===== src/rtl/hyperram_req_bridge.sv =====
// hyperram_req_bridge: buffers upstream read/write requests and issues them one at a time to the HyperRAM controller.
// Optional read timeout enabled by defining HYPERRAM_REQ_BRIDGE_RD_TIMEOUT_EN.
module hyperram_req_bridge #(
  parameter int DEPTH = 4,
  parameter int RD_TIMEOUT = 1024
) (
  input  logic        clk,
  input  logic        reset,
  input  logic        req_valid,
  output logic        req_ready,
  input  logic        req_we,
  input  logic [31:0] req_addr,
  input  logic [31:0] req_wdata,
  input  logic [3:0]  req_be,
  output logic [31:0] addr,
  output logic        wr_req,
  output logic        rd_req,
  output logic [31:0] wdata,
  output logic [3:0]  wr_byte_en,
  input  logic        busy,
  input  logic        rd_rdy,
  input  logic [31:0] rdata,
  output logic        rsp_valid,
  output logic [31:0] rsp_rdata,
  output logic        rsp_err
);
  localparam int AW = $clog2(DEPTH);
  typedef enum logic [1:0] {IDLE, GAP, WAIT_BUSY, WAIT_RD} state_t;
  if (DEPTH < 2 || (DEPTH & (DEPTH - 1)) != 0 || RD_TIMEOUT < 1) begin : g_param_check
    $error("hyperram_req_bridge: DEPTH must be a power of two >= 2 and RD_TIMEOUT >= 1");
  end
  state_t state, state_nx;
  logic [68:0] mem [DEPTH];
  logic [AW-1:0] wp, rp;
  logic [AW:0] count;
  logic cur_we, push, pop, rsp_ok, rsp_tmo;
  logic hd_we;
  logic [31:0] hd_addr, hd_wdata;
  logic [3:0] hd_be;
  assign {hd_we, hd_addr, hd_wdata, hd_be} = mem[rp];
  // Ready is held low while reset is asserted so every output reads 0 during reset.
  assign req_ready = !reset && count < (AW+1)'(DEPTH);
  assign push = req_valid && req_ready;
  assign rsp_ok = state == WAIT_RD && rd_rdy;
  always_comb begin
    pop = state == IDLE && count != '0 && !busy;
    state_nx = state == IDLE      ? (pop ? GAP : IDLE) :
               state == GAP       ? (cur_we ? WAIT_BUSY : WAIT_RD) :
               state == WAIT_BUSY ? (busy ? WAIT_BUSY : IDLE) :
                                    (rsp_ok || rsp_tmo ? WAIT_BUSY : WAIT_RD);
  end
  always_ff @(posedge clk or posedge reset)
    if (reset) begin
      state <= IDLE;
      wp <= '0;
      rp <= '0;
      count <= '0;
      cur_we <= 1'b0;
      addr <= '0;
      wdata <= '0;
      wr_byte_en <= '0;
      wr_req <= 1'b0;
      rd_req <= 1'b0;
      rsp_valid <= 1'b0;
      rsp_rdata <= '0;
    end else begin
      state <= state_nx;
      wp <= push ? wp + AW'(1) : wp;
      rp <= pop ? rp + AW'(1) : rp;
      count <= count + (AW+1)'(push) - (AW+1)'(pop);
      wr_req <= pop && hd_we;
      rd_req <= pop && !hd_we;
      rsp_valid <= rsp_ok || rsp_tmo;
      if (pop) begin
        cur_we <= hd_we;
        addr <= hd_addr;
        wdata <= hd_we ? hd_wdata : '0;
        wr_byte_en <= hd_we ? hd_be : '0;
      end
      if (rsp_ok) rsp_rdata <= rdata;
      else if (rsp_tmo) rsp_rdata <= 32'hDEAD_BEEF;
    end
  always_ff @(posedge clk)
    if (push) mem[wp] <= {req_we, req_addr, req_wdata, req_be};
`ifdef HYPERRAM_REQ_BRIDGE_RD_TIMEOUT_EN
  logic [31:0] tmo_cnt;
  // A rd_rdy arriving in the expiry cycle takes precedence over the timeout.
  assign rsp_tmo = state == WAIT_RD && !rd_rdy && tmo_cnt == 32'(RD_TIMEOUT - 1);
  always_ff @(posedge clk or posedge reset)
    if (reset) begin
      tmo_cnt <= '0;
      rsp_err <= 1'b0;
    end else begin
      tmo_cnt <= state == WAIT_RD ? tmo_cnt + 32'd1 : '0;
      rsp_err <= rsp_tmo;
    end
`else
  assign rsp_tmo = 1'b0;
  assign rsp_err = 1'b0;
`endif
endmodule


===== config.mk =====
export PLATFORM = sky130hd
export DESIGN_NAME = hyperram_req_bridge
export DESIGN_NICKNAME = d
export VERILOG_FILES = /design/src/rtl/hyperram_req_bridge.sv
export SDC_FILE = /design/constraint.sdc
export NUM_CORES = 1
export LEC_CHECK = 0
export ABC_CLOCK_PERIOD_IN_PS = 4150
export BUFFER_PORTS_ARGS = -buffer_cell sky130_fd_sc_hd__buf_4
export CORE_MARGIN = 2
export CORE_UTILIZATION = 45
export CTS_BUF_LIST = sky130_fd_sc_hd__clkbuf_4 sky130_fd_sc_hd__clkbuf_8 sky130_fd_sc_hd__clkbuf_16
export CTS_CLUSTER_SIZE = 20
export DETAILED_ROUTE_END_ITERATION = 16
export PLACE_DENSITY = 0.74
export SYNTH_ARGS = -nofsm -noshare
export SYNTH_HDL_FRONTEND = slang
export SYNTH_SLANG_ARGS = --single-unit

===== constraint.sdc =====
create_clock -name clk -period 4.15 [get_ports clk]
set_input_delay 0.415 -clock clk [delete_from_list [all_inputs] [get_ports clk]]
set_output_delay 0.415 -clock clk [all_outputs]
set_load 0.005 [all_outputs]

==> key figures <==
Outcome
  • Status: complete, no violations

Final layout
  • # nets final: 1,044
  • Share of layout cells above drive strength 1: between 40% and 50%
  • Fill count: 2,441
  • Area Overhead vs Synth: 23.4%
  • Antenna cells: 0

Logic synthesis
  • Synthesized instance count: 700
  • Count leader, synth: edfxtp_1
  • #FFs+latches synth: ~390
  • Syn Std Cell Area: ~0.015 mm2
  • Syn_nets: 812
  • Asr flop ratio synth: approximately 29%
  • Simple-Gate Fraction of Synth Area: under 10%
  • Post-synthesis adder-cell area fraction: 0.568%
  • Leading area contributor after synthesis: edfxtp_1
  • Top cells by area, synth: edfxtp_1 (57%), dfrtp_1 (19%), mux4_2 (11%)
  • Main combinational cell family by area after synthesis: multiplexers
  • Number of enable flip-flop cells after synthesis: around 280
  • XOR/XNOR Fraction of Synth Area: 0.362%
  • Seq/Total Area, Yosys: 76.5%
  • Commonest cells post-synth: edfxtp_1 (276), dfrtp_1 (113), mux4_2 (69), mux2_2 (66), inv_1 (41)
  • Synth Area in Compound Gates: less than 1%
  • Top-area cell type share of the netlist area: between 50 and 60%
  • Top FF cell, synth: edfxtp_1
  • Ys Warns: 0
  • Netlist cell types: 26
  • Multiplexer area fraction after synthesis: approximately 18%
  • Mean Syn Cell Area: a little over 20 um2

Floorplanning
  • Cell Rows: 65
  • Core box area: about 0.032 mm2
  • Die area: roughly 0.034 mm2
  • Starting Density: around 46%
  • Die H: approximately 180 um
  • Die extent in x: 184 um
  • I/O pin total: between 200 and 250

Worst setup path
  • Flop2flop setup slack: 1680 ps
  • Worst path top cell family by delay: simple AND/OR/NAND/NOR gates
  • Crit-path most repeated cell: xnor2_1
  • Reg2Reg Launch Point: state[1]
  • Critical Path AT: ~3000 ps
  • CP Launch Point: state[1]
  • Worst EP required: about 4600 ps
  • CP Capture Type: flop
  • WP buf/inv: 0
  • Setup CP Type: flop to flop
  • Crit-path cells: nor3_1 -> and2b_4 -> xor2_1 -> ha_1 -> fa_1 -> xnor2_1 -> xnor2_1
  • Critical Path Slowest Stage Cell: and2b_4
  • CP max stage delay: between 400 and 500 ps
  • Startpoint Class: flop
  • CP Max Fanout: 19

Timing
  • Fin. Hold Viols: 0
  • Period utilization: around three fifths
  • Setup Viol. Count Final: 0
  • Setup_tns: 0 ps
  • Tmin final: around 2500 ps
  • Worst Skew: 14.2 ps
  • Setup repair after global routing missed its margin: no
  • Slew @ Worst Pin: roughly 1000 ps
  • Max Fclk: roughly 410 MHz
  • Slew Limit Fails: 0
  • Worst relative slew slack: about a third

Pwr
  • P_leak: slightly below 0.007 uW
  • Power Dens Cells: slightly below 700 mW/mm2
  • Final Power: roughly 12,000 uW
  • VDD IR max: approximately 0.00045 V

CTS
  • Hold-fix buffers at CTS: 0
  • Maximum clock path buffer count: 3
  • Clock transition at the registers of the reported paths: approximately 60 ps
  • TritonCTS clock tree: yes
  • Clk_lat worst skew: between 500 and 600 ps
  • Clock Sinks: 389
  • Post-cts sizing count: 0
  • Post-CTS setup buffers: 0
  • TritonCTS buffer count: 41
  • CTS H-tree lvls: 2
  • Root buf cell: clkbuf_16

Global routing
  • Antenna violations before repair: 0
  • GRT Total Usage: between 10% and 20%
  • First-pass GRT wire length: 42,900 um
  • Largest net degree at the start of global routing: 92
  • Number of global-route vias before repair: around 7,500
  • Grt ovf: 0

Place
  • I/O Buffers: 209
  • Placer Congestion: 0.719
  • Post-DP HPWL: approximately 16,000 um

Route
  • Vias/cell: between 5 and 6
  • # DRC: 0
  • Final WL: 27,500 um
  • DR WL/cell: 20.1 um
  • Starting DRC count in detailed routing: roughly 350
  • Detailed Routing Iterations Pass 1: 5
  • Detail Route Antenna Nets: 0
  • Vias: 7,030

Flow run
  • Max-cap viol count: 0

Worst hold path
  • Hold Crit Class: input port to async pin
cell type report:
| class | count | area (um2) | area share (%) |
|---|---|---|---|
| clock inverter | 25 | 272 | 1.51 |
| clock buffer | 51 | 1130 | 6.28 |
| sequential | 389 | 11100 | 62.0 |
| timing repair buffer | 222 | 1690 | 9.43 |
| tap | 402 | 503 | 2.80 |
| multi-input combinational | 237 | 3060 | 17.1 |
| inverter | 41 | 159 | 0.886 |
sequential cells by signal, indices dropped and copies added (netlist names):
name and flops:
wp 2, count 3, state 2, rp 2, rd_req 1, rsp_valid 1, wdata 32, mem 276
cur_we 1, wr_req 1, wr_byte_en 4, rsp_rdata 32, addr 32
metrics by stage:
stage	cells	setup WS [ps]	hold WS [ps]	utilization [%]	area (um2)
final	1367	1680	81.3	56.6	17900
after global routing	1367	1560	61.8	56.6	17900
after CTS	1367	1630	56.4	56.6	17900
after detailed placement	1291	1560	494	52.1	16500
after global placement	1291	1580	488	52.1	16500
after floorplan	700	748	473	-	14500
final timing paths:
kind	cells after the start	endpoint
max reg2reg	7	count[2]
min	2	count[0]
min in group clk	1	mem[0][22]
max in group asynchronous	3	addr[12]
min reg2reg	1	rsp_rdata[30]
max	7	count[2]
placed cells by master (no fill, tap or decap):
| cell | count |
|---|---|
| and3b_1 | 1 |
| nor2_1 | 1 |
| clkbuf_4 | 6 |
| nand2b_1 | 1 |
| mux2i_1 | 37 |
| nand3_1 | 1 |
| dfrtp_1 | 111 |
| a21o_1 | 2 |
| nand2_1 | 36 |
| clkbuf_8 | 4 |
| xor2_1 | 3 |
| clkinv_2 | 7 |
| inv_6 | 2 |
| ha_1 | 5 |
| buf_12 | 2 |
| mux4_2 | 69 |
| conb_1 | 1 |
| xnor2_1 | 3 |
| dfrtp_4 | 2 |
| and2b_4 | 1 |
| nor3_1 | 2 |
| clkinvlp_4 | 2 |
| nor2b_1 | 1 |
| buf_4 | 220 |
| clkbuf_16 | 41 |
| fa_1 | 1 |
| edfxtp_1 | 276 |
| clkinv_1 | 8 |
| inv_1 | 40 |
| mux2_2 | 66 |
| and3_4 | 4 |
| and2_1 | 2 |
| bufinv_16 | 5 |
| clkinv_8 | 2 |
layer usage:
layer	vias up	track usage [%]	part of all wire (%)
met5	-	0	0
met2	205	28.0	49
li1	3155	-	-
met3	52	4.54	7.0
met1	3618	21.4	41
met4	0	4.93	2.3
kinds of logic (layout without fill, tap and decap cells):
family / count (synthesis) / in the layout
buffers and inverters: 74 / 339
other: 1 / 1
and+or+nand+nor: 50 / 50
adders and majority gates: 6 / 6
xor gates and xnor gates: 6 / 6
AOI/OAI and AO/OA: 2 / 2
DFF: 389 / 389
muxes: 172 / 172
report_power, final:
group / internal [uW] / switching, uW / total, uW
clock network: 2250 / 1450 / 3700
registers: 4930 / 502 / 5430
logic: 1850 / 1280 / 3130
total: 9020 / 3240 / 12300
(Power assumes the default switching activity.)
